$ cat config.mk
export PLATFORM = sky130hd
export DESIGN_NAME = debounce_edge_detect
export DESIGN_NICKNAME = d
export VERILOG_FILES = /design/src/rtl/debounce_edge_detect_pkg.sv /design/src/rtl/debounce_edge_detect_sync_chain.sv /design/src/rtl/debounce_edge_detect.sv
export SDC_FILE = /design/constraint.sdc
export NUM_CORES = 1
export LEC_CHECK = 0
export CAP_MARGIN = 20
export CORE_MARGIN = 2
export CORE_UTILIZATION = 48
export CTS_CLUSTER_SIZE = 10
export DETAILED_ROUTE_END_ITERATION = 10
export GPL_TIMING_DRIVEN = 0
export PLACE_DENSITY_LB_ADDON = 0.3
export SYNTH_ARGS = -nofsm -noshare
export SYNTH_HDL_FRONTEND = slang
export SYNTH_HIERARCHICAL = 1
export SYNTH_SLANG_ARGS = --single-unit
$ cat constraint.sdc
create_clock -name clk -period 2.45 [get_ports clk]
set_clock_uncertainty 0.2 [all_clocks]
set_input_delay 0.3675 -clock clk [delete_from_list [all_inputs] [get_ports clk]]
set_output_delay 0.3675 -clock clk [all_outputs]
set_load 0.02 [all_outputs]
$ cat src/rtl/debounce_edge_detect_pkg.sv
// Shared types for the debounce/edge-detect conditioning stage: FSM state
// encoding and a sizing helper for the debounce counter.
package debounce_edge_detect_pkg;

    typedef enum logic [1:0] {
        STABLE_LO = 2'd0,
        WAIT_HI   = 2'd1,
        STABLE_HI = 2'd2,
        WAIT_LO   = 2'd3
    } state_e;

    // Smallest counter width that can hold DEBOUNCE_CYCLES-1 (never below 1 bit).
    function automatic int min_cnt_w(input int cycles);
        return (cycles <= 2) ? 1 : $clog2(cycles);
    endfunction

endpackage

$ cat src/rtl/debounce_edge_detect_sync_chain.sv
// Metastability synchronizer: din ripples through SYNC_STAGES flops; the last
// stage is the only synchronous view of the raw input.
module sync_chain #(
    parameter int SYNC_STAGES = 2
) (
    input  logic clk,
    input  logic rst_n,
    input  logic din,
    output logic s
);

    logic [SYNC_STAGES-1:0] stage_r;

    // Shift register, cleared by the synchronous reset.
    always_ff @(posedge clk) begin
        if (!rst_n) begin
            stage_r <= '0;
        end else begin
            stage_r <= {stage_r[SYNC_STAGES-2:0], din};
        end
    end

    assign s = stage_r[SYNC_STAGES-1];

endmodule

$ cat src/rtl/debounce_edge_detect.sv
// Debounce FSM with tick-gated stability counter and registered rise/fall
// pulses, fed by a synchronizer chain on the raw input.
module debounce_edge_detect
    import debounce_edge_detect_pkg::*;
#(
    parameter int SYNC_STAGES     = 2,
    parameter int DEBOUNCE_CYCLES = 1000,
    parameter int CNT_W           = 16
) (
    input  logic clk,
    input  logic rst_n,
    input  logic din,
    input  logic tick,
    output logic db_q,
    output logic rise,
    output logic fall
);

    localparam logic [CNT_W-1:0] CNT_LAST = CNT_W'(DEBOUNCE_CYCLES - 1);
    localparam logic [CNT_W-1:0] CNT_ONE  = CNT_W'(1);

    logic             s;
    state_e           state_r, state_nxt_s;
    logic [CNT_W-1:0] cnt_r, cnt_nxt_s;
    logic             db_q_r, db_nxt_s;
    logic             rise_r, rise_nxt_s;
    logic             fall_r, fall_nxt_s;

    sync_chain #(
        .SYNC_STAGES(SYNC_STAGES)
    ) u_sync (
        .clk  (clk),
        .rst_n(rst_n),
        .din  (din),
        .s    (s)
    );

    // Next-state logic; an s reversal is checked before the terminal tick so aborts win.
    always_comb begin
        state_nxt_s = state_r;
        cnt_nxt_s   = cnt_r;
        db_nxt_s    = db_q_r;
        rise_nxt_s  = 1'b0;
        fall_nxt_s  = 1'b0;
        case (state_r)
            STABLE_LO: begin
                if (s) begin
                    state_nxt_s = WAIT_HI;
                    cnt_nxt_s   = '0;
                end else begin
                    state_nxt_s = STABLE_LO;
                end
            end
            WAIT_HI: begin
                if (!s) begin
                    state_nxt_s = STABLE_LO;
                    cnt_nxt_s   = '0;
                end else if (tick && (cnt_r == CNT_LAST)) begin
                    state_nxt_s = STABLE_HI;
                    cnt_nxt_s   = '0;
                    db_nxt_s    = 1'b1;
                    rise_nxt_s  = 1'b1;
                end else if (tick) begin
                    cnt_nxt_s = cnt_r + CNT_ONE;
                end else begin
                    cnt_nxt_s = cnt_r;
                end
            end
            STABLE_HI: begin
                if (!s) begin
                    state_nxt_s = WAIT_LO;
                    cnt_nxt_s   = '0;
                end else begin
                    state_nxt_s = STABLE_HI;
                end
            end
            WAIT_LO: begin
                if (s) begin
                    state_nxt_s = STABLE_HI;
                    cnt_nxt_s   = '0;
                end else if (tick && (cnt_r == CNT_LAST)) begin
                    state_nxt_s = STABLE_LO;
                    cnt_nxt_s   = '0;
                    db_nxt_s    = 1'b0;
                    fall_nxt_s  = 1'b1;
                end else if (tick) begin
                    cnt_nxt_s = cnt_r + CNT_ONE;
                end else begin
                    cnt_nxt_s = cnt_r;
                end
            end
            default: begin
                state_nxt_s = STABLE_LO;
                cnt_nxt_s   = '0;
                db_nxt_s    = 1'b0;
            end
        endcase
    end

    // State, counter and output registers with synchronous reset.
    always_ff @(posedge clk) begin
        if (!rst_n) begin
            state_r <= STABLE_LO;
            cnt_r   <= '0;
            db_q_r  <= 1'b0;
            rise_r  <= 1'b0;
            fall_r  <= 1'b0;
        end else begin
            state_r <= state_nxt_s;
            cnt_r   <= cnt_nxt_s;
            db_q_r  <= db_nxt_s;
            rise_r  <= rise_nxt_s;
            fall_r  <= fall_nxt_s;
        end
    end

    assign db_q = db_q_r;
    assign rise = rise_r;
    assign fall = fall_r;

endmodule

==> impl_metrics.py, run 1 <==
metrics = {
    "synth": {
        "synth_cells": 130,
        "yosys_warnings": 6,
        "synthTopCellsByCount": "23 x dfxtp_1, 9 x a21oi_1, 9 x nand2_1, 9 x o21ai_0, 9 x or3_1",
        "ys_types": 41,
        "ys_ff_latch": 23,
        "synth_fp_nets": 135,
        "synth_edf_count": 0,
        "synth-main-ff-cell": "dfxtp_1",
        "yosys.area.top_type": "dfxtp_1",
        "syn-cell-area_mm2": 0.00117,
        "ys_seq_area_frac": 0.395,
        "ys_async_sr_fraction": 0,
        "avgSynthCellArea_um2": 8.97,
        "yosysMostFrequentCell": "dfxtp_1",
        "synth_top_area_share": 0.395,
        "synth.area.top_cells": "dfxtp_1 39%, or3_1 4.8%, a21oi_1 3.9%",
    },
    "setup_path": {
        "crit_path_end": "cnt_r[8]",
        "critPathLaunchType": "flop",
        "cp_data_arrival_time_ns": 2.20,
        "startpoint": "cnt_r[0]",
        "critPathMaxStageDelay_ns": 0.47,
        "worstPathRequired_ns": 2.46,
        "rr_endpoint": "cnt_r[8]",
        "reg2regPathDepth": 6,
        "r2r_slack_ns": 0.26,
        "crit_chain": "ha_1 > and4_1 > nand2_1 > o311ai_4 > buf_4 > a21oi_1",
        "endpoint_kind": "flop",
        "cp_max_fo": 10,
        "slowest_stage": "o311ai_4",
        "crit-reg2reg-launch": "cnt_r[0]",
        "criticalPathCategory": "flop to flop",
    },
    "clocking": {
        "cts_made_buffers": 3,
        "cts.path.max_buffers": 2,
        "ctsResizeCount": 0,
        "cts_num_sinks": 23,
        "post_cts_buffers": 0,
        "cts_tree": "yes",
        "ctsHoldBuffers": 0,
        "cts_root_buffer": "clkbuf_4",
        "clk_latency_ns": 0.31,
        "clkTransAtPathRegs_ns": 0.12,
        "cts_max_level": 1,
    },
    "power": {
        "power.share.clock": 0.297,
        "combinationalPowerShare": 0.055,
        "swShare": 0.224,
        "p_int_mw": 0.452,
        "p_sw_mw": 0.131,
        "p_seq_frac": 0.648,
        "p_leak_nw": 0.440,
        "ir_drop_mv": 0.361,
        "power_density_mw_per_mm2": 456,
    },
    "outcome": {
        "outcome": "complete, no violations",
    },
    "cells_and_area": {
        "fin_nets": 145,
        "areaGrowthSynthToFinish_pct": 9.55,
        "fillCellCount": 227,
        "diodes": 0,
        "final_core_util": 0.567,
        "layout-drive-gt1-share": 0.0719,
    },
    "global_route": {
        "grt_pass1_vias": 974,
        "antenna_found_initial": 0,
        "grtUsageTotal": 0.202,
        "grt_pass1_wl_um": 4180,
        "overflow": 0,
        "grt_max_degree": 13,
    },
    "sta": {
        "slew-limit-headroom": 0.706,
        "slew_viol_final": 0,
        "setup_tns_ns": 0,
        "fmaxAchievable_ghz": 0.457,
        "hold_viol_final": 0,
        "min_period_over_period": 0.893,
        "setup_viol": 0,
        "rsz0062_at_grt": "no",
        "min_period_ns": 2.19,
        "worstMarginPinSlew_ns": 0.442,
    },
    "min_path": {
        "min_path_type": "flop to flop",
    },
    "detailed_routing": {
        "drc": 0,
        "post_drt_via_cell_ratio": 6.00,
        "ant_nets": 0,
        "vias": 1002,
        "drtIter0Drc": 13,
        "wl_um": 2220,
        "dr.pass1.iters": 4,
        "wl_per_cell_um": 13.3,
    },
    "floorplanning": {
        "ios": 7,
        "design.die.area_mm2": 0.00284,
        "chipWidth_um": 53.3,
        "core_mm2": 0.00225,
        "start_util": 0.517,
        "fp-row-count": 17,
        "die_h_um": 53.3,
    },
    "flow_run": {
        "cap_violations": 0,
    },
    "placed_design": {
        "io_buffers": 5,
        "gp_congestion": 0.844,
        "dpl.hpwl_um": 1670,
    },
}
==> logic make-up after synthesis <==
family	Yosys count	share of synthesized area
fa+ha+maj	1	0.0107
xor+xnor	6	0.0515
compound gates	32	0.204
mux	1	0.00858
buf+inv	8	0.0365
flops	23	0.395
simple gates	59	0.294
==> worst min-delay path by stage <==
stage                         to  slack, ns  depth (start not counted)              start
4_1_cts        u_sync/stage_r[1]       0.26                          1  u_sync/stage_r[0]
3_3_place_gp   u_sync/stage_r[1]       0.23                          1  u_sync/stage_r[0]
2_1_floorplan  u_sync/stage_r[1]       0.21                          1  u_sync/stage_r[0]
6_report       u_sync/stage_r[1]       0.26                          1  u_sync/stage_r[0]
5_1_grt        u_sync/stage_r[1]       0.27                          1  u_sync/stage_r[0]
3_5_place_dp   u_sync/stage_r[1]       0.23                          1  u_sync/stage_r[0]
==> layout make-up <==
cell class | count | area [um^2] | area share
Tap cell | 28 | 35.0 | 0.0274
Timing Repair Buffer | 5 | 50.0 | 0.0392
Buffer | 5 | 31.3 | 0.0245
Clock buffer | 4 | 26.3 | 0.0206
Sequential cell | 23 | 460 | 0.360
Inverter | 3 | 11.3 | 0.00881
Multi-Input combinational cell | 99 | 663 | 0.519
==> state kept, by name, summed over array words and instances (netlist names), named ones only <==
signal	flops
fall	1
cnt_r	16
state_r	1
db_q	1
rise	1
u_sync/stage_r	2
==> power groups by stage <==
stage	Sequential, mW	Combinational (mW)	Clock [mW]
final	0.378	0.0320	0.173
after global routing	0.379	0.0356	0.203
after CTS	0.378	0.0323	0.182
after detailed placement	0.386	0.0322	0
after global placement	0.386	0.0313	0
after floorplan	0.386	0.0225	0
==> stage by stage <==
step	hold slack (ns)	power, mW	cell area, um^2	setup slack [ns]	instances
global placement	0.226	0.418	1250	0.296	163
floorplan	0.212	0.408	1170	0.591	130
global route	0.274	0.617	1280	0.0911	167
detailed placement	0.234	0.418	1250	0.257	163
finish	0.260	0.583	1280	0.263	167
CTS	0.262	0.593	1280	0.246	167
==> worst max-delay path, delay by kind of cell, from the launching register on <==
family	cells	cell delay (ns)
fa+ha+maj	1	0.25
simple gates	2	0.45
buf+inv	1	0.25
flops	1	0.42
compound gates	2	0.53
==> routing by layer <==
layer,share of wire,vias up,wire length (um),GRT usage
li1,-,505,-,-
met1,0.46,476,1020,0.234
met2,0.49,17,1100,0.356
met3,0.039,4,86,0.0593
met4,0.0094,0,21,0.0513
met5,0,-,0,0
==> placed cells by master (no fill, tap or decap), drive strengths merged <==
cell type and count:
dfxtp 23, o21ai 10, nand2 9, or3 9, a21oi 9, nor2 7
and3 6, clkbuf 6, clkdlybuf4s50 5, xor2 5, nand3 4, and2 4
nand4 4, o2111ai 4, and4 3, inv 3, buf 3, nor4b 2
nor3 2, o211ai 2, o31ai 2, or4 2, xnor2 1, o311ai 1
or2 1, and2b 1, o211a 1, a311o 1, or3b 1, nand2b 1
a31oi 1, nor4 1, a21boi 1, mux2i 1, nor2b 1, and3b 1
ha 1
Note: power is estimated with default switching activity, not from simulation.
==> run 2, diff against run 1 <==
==> constraint.sdc (replaced) <==
create_clock -name clk -period 2.45 [get_ports clk]
set_clock_uncertainty 0.2 [all_clocks]
set_input_delay 0.3675 -clock clk [delete_from_list [all_inputs] [get_ports clk]]
set_output_delay 0.3675 -clock clk [all_outputs]
set_load 0.05 [all_outputs]
==> results of run 2 <==
The final DEF is identical to that of run 1. Status: complete, no violations.
==> run 3, diff against run 2 <==
--- a/config.mk
+++ b/config.mk
@@ -5,6 +5,7 @@
 export SDC_FILE = /design/constraint.sdc
 export NUM_CORES = 1
 export LEC_CHECK = 0
+export ABC_CLOCK_PERIOD_IN_PS = 2400
 export CAP_MARGIN = 20
 export CORE_MARGIN = 2
 export CORE_UTILIZATION = 48
==> constraint.sdc (replaced) <==
create_clock -name clk -period 2.4 [get_ports clk]
set_clock_uncertainty 0.2 [all_clocks]
set_input_delay 0.36 -clock clk [delete_from_list [all_inputs] [get_ports clk]]
set_output_delay 0.36 -clock clk [all_outputs]
set_load 0.05 [all_outputs]
==> results of run 3 <==
The final DEF is identical to that of run 1. Status: complete, no violations.
Among the figures that moved: setup slack after placement 0.257 ns -> 0.207 ns; setup slack after layout 0.263 ns -> 0.213 ns; register-to-register setup slack 0.26 ns -> 0.21 ns; total power 0.583 mW -> 0.595 mW; worst IR drop on VDD 0.361 mV -> 0.368 mV
